File: config.mk
export PLATFORM = sky130hd
export DESIGN_NAME = fetch_ctrl
export DESIGN_NICKNAME = d
export VERILOG_FILES = /design/src/rtl/fetch_ctrl.sv
export SDC_FILE = /design/constraint.sdc
export NUM_CORES = 1
export LEC_CHECK = 0
export CAP_MARGIN = 20
export CELL_PAD_IN_SITES_DETAIL_PLACEMENT = 2
export CELL_PAD_IN_SITES_GLOBAL_PLACEMENT = 2
export CORE_MARGIN = 1.5
export CORE_UTILIZATION = 10
export CTS_CLUSTER_DIAMETER = 100
export DETAILED_ROUTE_END_ITERATION = 12
export GPL_ROUTABILITY_DRIVEN = 0
export PLACE_DENSITY = 0.75
export REMOVE_ABC_BUFFERS = 1
export SYNTH_ARGS = -nofsm -noshare
export SYNTH_HDL_FRONTEND = slang
export SYNTH_SLANG_ARGS = --single-unit
File: constraint.sdc
create_clock -name clk -period 1.8 [get_ports clk]
set_input_delay 0.45 -clock clk [delete_from_list [all_inputs] [get_ports clk]]
set_output_delay 0.45 -clock clk [all_outputs]
set_load 0.02 [all_outputs]
File: src/rtl/fetch_ctrl.sv
// fetch_ctrl: instruction-fetch sequencing controller.
// Picks the PC source, stalls on load-use hazards, kills wrong-path fetches,
// splits double-word loads/stores into two micro-ops and owns the HALT trap.
// Optional feature macro: DW_ODD_RD_TRAP_EN -- a double-word opcode with an odd
// rd traps to HALT instead of being sequenced.
// The state is registered; every output is combinational from state and inputs.
module fetch_ctrl #(
  parameter logic [5:0] LDW_OP = 6'd8,
  parameter logic [5:0] SDW_OP = 6'd9,
  parameter logic [5:0] CLL_OP = 6'd15
) (
  input  logic       clk,
  input  logic       clear,
  input  logic [5:0] f_opcode,
  input  logic [3:0] f_rd,
  input  logic [5:0] id_opcode,
  input  logic       br_taken,
  input  logic       jr_valid,
  input  logic       jmp_valid,
  input  logic       hazard,
  output logic [1:0] pc_src,
  output logic       add_pc,
  output logic       stall,
  output logic       kill,
  output logic       add_rd,
  output logic       add_imm,
  output logic       turn_off,
  output logic       call
);

  localparam logic [1:0] ST_RUN  = 2'd0;
  localparam logic [1:0] ST_DW2  = 2'd1;
  localparam logic [1:0] ST_HALT = 2'd2;

  localparam logic [1:0] PC_SEQ = 2'd0;
  localparam logic [1:0] PC_BR  = 2'd1;
  localparam logic [1:0] PC_JR  = 2'd2;
  localparam logic [1:0] PC_JMP = 2'd3;

  logic [1:0] r_state;
  logic [1:0] w_state_nxt;
  logic       w_is_dw;
  logic       w_redirect;
  logic [1:0] w_redir_sel;
  logic       w_unused;

  // True when the fetched opcode needs two micro-ops.
  function automatic logic is_dw_op(input logic [5:0] op);
    return (op == LDW_OP) || (op == SDW_OP);
  endfunction

  // Redirect select: jump beats jr beats branch when several fire together.
  function automatic logic [1:0] redir_select(input logic br, input logic jr, input logic jmp);
    logic [1:0] sel;
    if (jmp) begin
      sel = PC_JMP;
    end else if (jr) begin
      sel = PC_JR;
    end else if (br) begin
      sel = PC_BR;
    end else begin
      sel = PC_SEQ;
    end
    return sel;
  endfunction

  assign w_is_dw     = is_dw_op(f_opcode);
  assign w_redirect  = br_taken | jr_valid | jmp_valid;
  assign w_redir_sel = redir_select(br_taken, jr_valid, jmp_valid);

`ifdef DW_ODD_RD_TRAP_EN
  assign w_unused = ^f_rd[3:1];
`else
  assign w_unused = ^f_rd;
`endif

  // State register with asynchronous active-low clear.
  always_ff @(posedge clk or negedge clear) begin
    if (!clear) begin
      r_state <= ST_RUN;
    end else begin
      r_state <= w_state_nxt;
    end
  end

  // Next state: HALT sticks, hazard freezes, redirect aborts, then DW sequencing.
  always_comb begin
    w_state_nxt = r_state;
    case (r_state)
      ST_HALT: begin
        w_state_nxt = ST_HALT;
      end
      ST_RUN, ST_DW2: begin
        if (hazard) begin
          w_state_nxt = r_state;
        end else if (w_redirect) begin
          w_state_nxt = ST_RUN;
        end else if (r_state == ST_DW2) begin
          w_state_nxt = ST_RUN;
        end else if (w_is_dw) begin
`ifdef DW_ODD_RD_TRAP_EN
          if (f_rd[0]) begin
            w_state_nxt = ST_HALT;
          end else begin
            w_state_nxt = ST_DW2;
          end
`else
          w_state_nxt = ST_DW2;
`endif
        end else begin
          w_state_nxt = ST_RUN;
        end
      end
      default: begin
        w_state_nxt = ST_RUN;
      end
    endcase
  end

  // Outputs: reset override first, then the same priority order as the next state.
  always_comb begin
    pc_src   = PC_SEQ;
    add_pc   = 1'b1;
    stall    = 1'b0;
    kill     = 1'b0;
    add_rd   = 1'b0;
    add_imm  = 1'b0;
    turn_off = 1'b0;
    call     = 1'b0;
    if (!clear) begin
      kill = 1'b1;
    end else begin
      case (r_state)
        ST_HALT: begin
          stall  = 1'b1;
          kill   = 1'b1;
          add_pc = 1'b0;
`ifdef DW_ODD_RD_TRAP_EN
          turn_off = 1'b1;
`else
          turn_off = 1'b0;
`endif
        end
        ST_RUN, ST_DW2: begin
          if (hazard) begin
            stall = 1'b1;
          end else if (w_redirect) begin
            pc_src = w_redir_sel;
            kill   = 1'b1;
            call   = jmp_valid && (id_opcode == CLL_OP);
          end else if (r_state == ST_DW2) begin
            add_rd  = 1'b1;
            add_imm = 1'b1;
          end else if (w_is_dw) begin
            // Hold the PC so the same word is presented for the second micro-op.
            add_pc = 1'b0;
`ifdef DW_ODD_RD_TRAP_EN
            if (f_rd[0]) begin
              kill = 1'b1;
            end else begin
              kill = 1'b0;
            end
`endif
          end else begin
            add_pc = 1'b1;
          end
        end
        default: begin
          kill = 1'b1;
        end
      endcase
    end
  end

endmodule

Word-level counts from Yosys, hierarchy flattened
Index checks and enable logic that the tools add are counted.

word-level totals
  logic and storage cells = 47
  output and inout bits = 9
  register bits after elaboration = 2
  bits of input ports = 22

operators by class
  multiplexer cells = 34
  bitwise logic cells = 2
  eq/ne operators = 6
  reductions and logical operators = 4

operators with widths
  cell                                                                    number
  1-bit 2-to-1 mux                                                        24
  6-bit by 4-bit equality test with 1-bit output (second input constant)  3
  2-bit 2-to-1 mux                                                        7
  1-bit one-hot mux with 2 select lines                                   2
  2-bit one-hot mux with 2 select lines                                   1
  2-bit by 1-bit equality test with 1-bit output (second input constant)  1
  2-bit equality test (second input constant)                             1
  2-bit zero test                                                         1
  2-bit != test (second input constant)                                   1
  1-bit bitwise OR                                                        2
  2-bit OR reduction                                                      1
  1-bit logical AND                                                       1
  1-bit logical OR                                                        1

Logic depth before layout (Yosys ltp)
Gate-level depths: netlist of run 1.

  depth after elaboration = 8
  gate-level depth with buffers = 3
  depth with buffers taken out = 2

Worst setup path after synthesis of run 1
Ideal clock, no wire load.

  kind = input to output
  start = input port hazard
  end = output port add_rd
  data arrival time = 1414 ps
  path slack = -64 ps
  path buffers = 1
  required time = 1350 ps
  stages on the path = 3
  cells stage by stage = or3b_4 -> and4bb_1 -> buf_4

between the ends
  word-level cells in the longest chain between the ends = 3

RTL lines
  what                           RTL line  text
  start: declaration             20        input logic hazard,
  1-bit 2-to-1 mux (3 in a row)  -
  end: declaration               25        output logic add_rd,

Every way passes these cells.

Worst setup path after layout of run 1
  start = register r_state[1]
  end = output port add_rd

between the ends
  word-level cells in the longest chain between the ends = 6
  elaborated cells between the ends (all ways) = 8
  those cells by class = eq/ne: 1; mux: 5; reduce/logical: 2

RTL lines
  what                                            RTL line  text
  start: declaration                              40        logic [1:0] r_state;
  start signal: assignment                        82        r_state <= w_state_nxt;
  2-bit by 1-bit equality test with 1-bit output  133, 151
  1-bit 2-to-1 mux                                151       end else if (r_state == ST_DW2) begin
  1-bit 2-to-1 mux                                147       end else if (w_redirect) begin
  1-bit 2-to-1 mux                                145       if (hazard) begin
  1-bit 2-to-1 mux *                              133       case (r_state)
  1-bit 2-to-1 mux *                              130       if (!clear) begin

Mark *: on every way between the ends. The rest lies on a longest branch, timed or not.

==> implementation parameters, run 1 <==
Parameter                              Value

Routing
  Count of routing violations after the opening detailed-route iteration ... 1
  Total length of routed met3 wires ... 59 microns
  Aggregate routed wire length ... 1070 microns
  WL met1 ... 423 microns
  Wire per inst ... 12.1 microns
  Detailed Routing Iterations Pass 1 ... 2
  Uppermost layer routed ... met3
  DR vias/cell ... 3.97
  Count of nets left with antenna violations after detail routing ... 0
  DRC viols ... 0
  Met2 routed WL ... 583 microns
  Total via count in the routed design ... 349

Clock tree
  Clock latency on the worst-skew pair ... 0.23 ns
  Number of buffers created by CTS ... 3
  # hold bufs at CTS ... 0
  Clock Sink Count ... 2
  Clock input transition at the sequential cells of the worst setup and hold paths ... 0.03 ns
  Cell at the root of the clock tree ... sky130_fd_sc_hd__clkbuf_4
  Maximum number of buffers from clock root to sink ... 2
  Clock tree from TritonCTS ... done
  # H-tree levels ... 1

Logic synthesis
  Sequential share of the synthesized area ... 22.0%
  Multiplexer area fraction after synthesis ... 0%
  Post-synthesis register bit count ... 2
  Number of distinct library cells after synthesis ... 20
  Cell type contributing the most total cell area after synthesis ... sky130_fd_sc_hd__dfrtp_1
  Yosys top cell area share ... 22.0%
  Share of synthesized cell area in full adder, half adder and majority cells ... 0%
  Post-Synthesis Cells ... 28
  Simple-gate share of the synthesized area ... 53.3%
  Post-synthesis cell area ... 228 sq um
  Yosys warnings ... 0
  Ranking of synthesized cells by area ... sky130_fd_sc_hd__dfrtp_1 22%, sky130_fd_sc_hd__nor2b_1 11%, sky130_fd_sc_hd__nor4b_1 7.7%
  Dominant combinational cell family by area after synthesis ... simple AND/OR/NAND/NOR gates
  Avg Inst Size Synth ... 8.13 sq um
  Compound-Gate Fraction of Synth Area ... 14.8%
  XOR/XNOR Fraction of Synth Area ... 0%

Critical path
  Cell family contributing the most delay on the critical path ... simple AND/OR/NAND/NOR gates
  Data arrival time of the worst path ... 1.46 ns
  Worst Path Buf+Inv ... 1
  Required time of the critical path ... 1.35 ns
  Critical path class ... reg2out
  Cell with the biggest individual delay on the critical path ... sky130_fd_sc_hd__or3b_4
  Critical Path Fanout Max ... 4
  Cell Chain, Critical Path ... or3b_4, and4bb_2, buf_6
  Max incr delay on CP ... 0.40 ns
  Endpoint of the most critical register-to-register path ... r_state[0]
  Category of the worst setup path launch point ... register
  Reg2reg path depth ... 3
  Register-to-Register Setup Slack ... 0.67 ns
  Critical Path Sink Type ... output port
  Critical register-to-register path startpoint ... r_state[1]

Global routing
  All-layer global routing usage ... 9.11%
  Overflow left after global routing ... 0
  Antenna violations before repair ... 0
  Number of global-route vias before repair ... 417
  Wire length of the first global-routing pass ... 1710 microns
  Pin count of the biggest net entering global routing ... 7

STA
  Largest clock skew in the final design ... 0.000599 ns
  Final hold viol count ... 0
  Final worst path period share ... 106%
  Final Max Slew Viols ... 0
  Final worst slack ... -0.108 ns
  Shortest period the worst path allows ... 1.91 ns
  RSZ-0062 raised after global routing ... yes
  FMAX ... 0.524 GHz
  Setup TNS ... -0.245 ns
  Worst hold slack ... 0.118 ns
  Number of setup violations in the final report ... 3

Final layout
  Largest register FFs ... 2
  Diode insertion count for antenna repair ... 0
  Total Nets Final ... 84
  Post-layout instance count excluding filler cells ... 88
  Register name with the most flops ... r_state
  Fraction of final layout cells sized beyond drive strength 1 ... 45.0%
  Largest regs ... r_state (2)
  Area growth from synthesis to layout ... 142%

Power and ir drop
  Gate power share ... 34.5%
  Clock network power share ... 44.9%
  Power share of the sequential group ... 20.7%
  Max IR drop VDD ... 0.0000939 V
  Power per standard cell area ... 400 nW/um^2
  Proportion of total power due to net switching ... 26.9%
  Leakage component of the power ... 0.257 nW
  Net switching power ... 59.2 uW
  Internal power summed over all cells ... 161 uW

Floorplanning
  Rows ... 17
  Starting density of the core ... 10.4%
  Area of the die ... 2570 sq um
  Chip width ... 50.7 microns
  Area of the placeable core ... 2190 sq um
  Number of I/O pins ... 31
  Die outline height ... 50.7 microns

Placement
  Count of port buffers added during placement ... 24
  Hpwl dp ... 861 microns
  # placed instances ... 83

Flow run
  Count of max-cap constraint violations ... 0

Hold path
  Tightest Hold Check Type ... in2async

Status
  Outcome ... complete, but fails checks
  Failing checks ... negative setup slack
[logic make-up after synthesis]
logic type,Yosys count
flip-flops,2
AO/OA/AOI/OAI,5
buffers and inverters,3
AND/OR/NAND/NOR,17
other,1
[power by group through the flow]
stage | Combinational, mW | Sequential (mW) | Clock, mW
floorplan | 0.0223 | 0.0460 | 0
global placement | 0.0779 | 0.0460 | 0
detailed placement | 0.0800 | 0.0460 | 0
CTS | 0.0779 | 0.0456 | 0.104
global route | 0.0818 | 0.0456 | 0.104
finish | 0.0760 | 0.0455 | 0.0989
[final cells by class]
type	count	area, sq um
repair buffers	31	245
clock buffers	3	22.5
well taps	28	35.0
inverters	1	3.75
flip-flops and latches	2	50.0
multi-input cells	23	194
fillers	261	1640
[worst max-delay path by stage]
stage | to | slack, ns | depth (start not counted) | startpoint
CTS | add_rd | -0.13 | 3 | r_state[1]
global route | add_imm | -0.15 | 3 | r_state[1]
global placement | add_rd | -0.90 | 4 | clear
detailed placement | add_rd | -0.91 | 4 | clear
finish | add_rd | -0.11 | 3 | r_state[1]
floorplan | add_imm | 0.008 | 2 | hazard
[worst reg2reg max path, delay by kind of cell (launching register included)]
kind,cells,cell delay [ns]
flops,1,0.37
compound gates,1,0.21
simple gates,1,0.33
buf+inv,1,0.16
[repair_timing]
action,CTS,global route
setup buffers,2,0
cloned,0,0
gates resized for setup,62,4
setup endpoints to repair,8,7
pin swaps,5,1
[cells in the mapped netlist]
master and n:
sky130_fd_sc_hd__a21oi_1 1, sky130_fd_sc_hd__a31oi_1 1, sky130_fd_sc_hd__a32o_1 1, sky130_fd_sc_hd__and3b_1 1, sky130_fd_sc_hd__and4bb_1 1, sky130_fd_sc_hd__buf_4 2, sky130_fd_sc_hd__conb_1 1, sky130_fd_sc_hd__dfrtp_1 2
sky130_fd_sc_hd__inv_1 1, sky130_fd_sc_hd__nand2b_1 1, sky130_fd_sc_hd__nand3_1 1, sky130_fd_sc_hd__nand4bb_1 1, sky130_fd_sc_hd__nor2_1 2, sky130_fd_sc_hd__nor2b_1 4, sky130_fd_sc_hd__nor3_1 2, sky130_fd_sc_hd__nor4_1 1
sky130_fd_sc_hd__nor4b_1 2, sky130_fd_sc_hd__o21a_1 1, sky130_fd_sc_hd__o21ai_0 1, sky130_fd_sc_hd__or3b_4 1
[cell usage in the layout, fill, tap and decap left out, types with 2 or more instances in the layout]
cell type,n
sky130_fd_sc_hd__dlygate4sd2_1,6
sky130_fd_sc_hd__buf_6,2
sky130_fd_sc_hd__nor2b_1,4
sky130_fd_sc_hd__buf_4,8
sky130_fd_sc_hd__buf_2,7
sky130_fd_sc_hd__dfrtp_1,2
sky130_fd_sc_hd__clkbuf_4,3
sky130_fd_sc_hd__clkdlybuf4s50_1,6
[metal layers]
layer / global-route usage, % / vias up
met1: 8.96 / 166
met4: 8.11 / 0
met2: 17.1 / 17
met3: 0.298 / 0
li1: - / 166
met5: 0 / -
[stage by stage]
stage / cell area, sq um / power, mW / setup WS, ns / util [%]
floorplan: 213 / 0.0683 / 0.00751 / -
global placement: 526 / 0.124 / -0.895 / 24.0
detailed placement: 526 / 0.126 / -0.906 / 24.0
CTS: 561 / 0.228 / -0.131 / 25.6
global route: 551 / 0.231 / -0.152 / 25.1
finish: 551 / 0.220 / -0.108 / 25.1
Note: power is estimated with default switching activity, not from simulation.
==> run 2: changes to the inputs <==
--- a/config.mk
+++ b/config.mk
@@ -13,6 +13,7 @@
 export CTS_CLUSTER_DIAMETER = 100
 export DETAILED_ROUTE_END_ITERATION = 12
 export GPL_ROUTABILITY_DRIVEN = 0
+export HOLD_SLACK_MARGIN = 0.08
 export PLACE_DENSITY = 0.75
 export REMOVE_ABC_BUFFERS = 1
 export SYNTH_ARGS = -nofsm -noshare
==> results of run 2 <==
No change in the layout: final DEF, timing and power equal those of run 1.
==> run 3: changes to the inputs <==
--- a/config.mk
+++ b/config.mk
@@ -13,6 +13,7 @@
 export CTS_CLUSTER_DIAMETER = 100
 export DETAILED_ROUTE_END_ITERATION = 12
 export GPL_ROUTABILITY_DRIVEN = 0
+export GPL_TIMING_DRIVEN = 0
 export HOLD_SLACK_MARGIN = 0.08
 export PLACE_DENSITY = 0.75
 export REMOVE_ABC_BUFFERS = 1
==> run 3 against run 2 <==
Effect of this change: the flow still finishes with violations (negative setup slack); worst setup slack worse by 0.015 ns; critical path depth is 2 higher; largest cell class unchanged; sequential cell count stayed put; critical endpoint is now call; via count stayed put; clock power is 3.7% lower; sequential share of layout area is 0.14 points higher; first-iteration DRC count is 100% lower; maximum frequency is 0.79% lower.
==> implementation parameters, run 3 (synthesis results as in run 1) <==
Parameter                              Value

Clock tree
  Cell at the root of the clock tree ... sky130_fd_sc_hd__clkbuf_4
  Number of buffers created by CTS ... 3
  Maximum number of buffers from clock root to sink ... 2
  Clock Sink Count ... 2
  Clock tree from TritonCTS ... done
  # H-tree levels ... 1
  Clock input transition at the sequential cells of the worst setup and hold paths ... 0.03 ns
  Clock latency on the worst-skew pair ... 0.22 ns

Power and ir drop
  Leakage component of the power ... 0.259 nW
  Max IR drop VDD ... 0.000186 V
  Power per standard cell area ... 387 nW/um^2
  Total power after layout ... 215 uW

STA
  Final worst slack ... -0.123 ns
  Shortest period the worst path allows ... 1.92 ns
  Final hold viol count ... 0
  RSZ-0062 raised after global routing ... yes
  Number of setup violations in the final report ... 3
  Final worst path period share ... 107%
  Final Max Slew Viols ... 0
  FMAX ... 0.520 GHz
  Largest clock skew in the final design ... 0.00329 ns

Global routing
  Overflow left after global routing ... 0
  Number of global-route vias before repair ... 378
  All-layer global routing usage ... 9.18%
  Wire length of the first global-routing pass ... 1760 microns
  Pin count of the biggest net entering global routing ... 8
  Antenna violations before repair ... 0

Routing
  Count of nets left with antenna violations after detail routing ... 0
  DR vias/cell ... 3.97
  Aggregate routed wire length ... 1080 microns
  Wire per inst ... 12.2 microns
  DRC viols ... 0
  WL met1 ... 409 microns
  Total via count in the routed design ... 349
  Total length of routed met3 wires ... 92 microns
  Uppermost layer routed ... met3
  Met2 routed WL ... 574 microns
  Detailed Routing Iterations Pass 1 ... 1
  Count of routing violations after the opening detailed-route iteration ... 0

Placement
  Placement Cell Area ... 488 sq um
  Hpwl dp ... 791 microns
  Count of port buffers added during placement ... 24
  Pre-CTS WS ... -1.05 ns

Critical path
  Required time of the critical path ... 1.35 ns
  Data arrival time of the worst path ... 1.47 ns
  Critical path class ... in2out
  Category of the worst setup path launch point ... primary input
  Critical Path Sink Type ... output port
  Cell family contributing the most delay on the critical path ... simple AND/OR/NAND/NOR gates
  Cell with the biggest individual delay on the critical path ... sky130_fd_sc_hd__or3b_4
  Worst Path Buf+Inv ... 3
  Cell Chain, Critical Path ... buf_2, or3b_4, buf_4, nor3_2, buf_4
  Critical Path Fanout Max ... 6
  Most frequent cell on the critical path ... sky130_fd_sc_hd__buf_4
  Max incr delay on CP ... 0.41 ns

Final layout
  Most common library cell in the layout ignoring fill and taps ... sky130_fd_sc_hd__buf_4
  Area growth from synthesis to layout ... 144%
  Diode insertion count for antenna repair ... 0
  Total Nets Final ... 84
  Flip-flop and latch area ... 51.3 sq um
  Post-layout instance area ... 556 sq um
  Largest register FFs ... 2
  Filler cell count ... 262
  Most frequent cells in the layout ... 10 x sky130_fd_sc_hd__buf_4, 6 x sky130_fd_sc_hd__clkdlybuf4s50_1, 6 x sky130_fd_sc_hd__dlygate4sd2_1
  Largest regs ... r_state (2)
  Register name with the most flops ... r_state
  Fraction of final layout cells sized beyond drive strength 1 ... 45.0%
  Footprint of the multi-input gates ... 190 sq um

Floorplanning
  Area of the placeable core ... 2190 sq um
  Area of the die ... 2570 sq um
  Rows ... 17
  Die outline height ... 50.7 microns
  Chip width ... 50.7 microns
  Number of I/O pins ... 31
  Starting density of the core ... 10.4%

Status
  Outcome ... complete, but fails checks
  Failing checks ... negative setup slack

Hold path
  Tightest Hold Check Type ... in2async

Flow run
  Count of max-cap constraint violations ... 0
[run 3: cell types whose count changed in the layout (fill, tap and decap cells not counted), sizes merged]
cell	delta
clkbuf	+1
buf	-1
[run 3: worst paths after layout]
kind,startpoint,end,slack (ns),depth (start not counted)
max,hazard,call,-0.12,5
min,clear,r_state[0],0.05,1
max reg2reg,r_state[1],r_state[0],0.65,3
min reg2reg,r_state[0],r_state[1],0.59,1
max in group asynchronous,clear,r_state[1],1.62,1
min in group clk,hazard,r_state[0],0.58,2
[run 3: routing by layer]
| layer | up-vias | GRT usage, % |
|---|---|---|
| li1 | 166 | - |
| met1 | 164 | 8.98 |
| met2 | 19 | 17.3 |
| met3 | 0 | 3.87 |
| met4 | 0 | 2.70 |
| met5 | - | 0 |
[run 3: stage by stage]
step	instances	hold slack, ns	setup TNS (ns)	utilization (%)
final	88	0.0510	-0.352	25.4
after global routing	88	0.0473	-0.517	25.4
after CTS	86	0.0323	-0.347	24.2
after detailed placement	78	0.565	-6.80	22.3
after global placement	78	0.535	-6.67	22.3
after floorplan	26	0.154	0	-
[run 3: final cells by class]
cell class	instances	share of cell area (%)
clock buffers	3	4.05
inverters	1	0.676
multi-input cells	23	34.2
flip-flops and latches	2	9.23
well taps	28	6.31
repair buffers	31	45.5
[run 3: repair_timing]
item | in CTS | in global routing
gates resized for setup | 61 | 7
hold endpoints to repair | 2 | 2
setup endpoints to repair | 8 | 7
pin swaps | 6 | 4
buffers inserted | 5 | 2
[run 3: where the power goes]
part / leakage, nW / total (mW) / switching, mW / internal (mW)
clock network: 0.0138 / 0.0952 / 0.0220 / 0.0732
registers: 0.0263 / 0.0456 / 0.000171 / 0.0454
logic: 0.219 / 0.0740 / 0.0316 / 0.0424
total: 0.259 / 0.215 / 0.0538 / 0.161
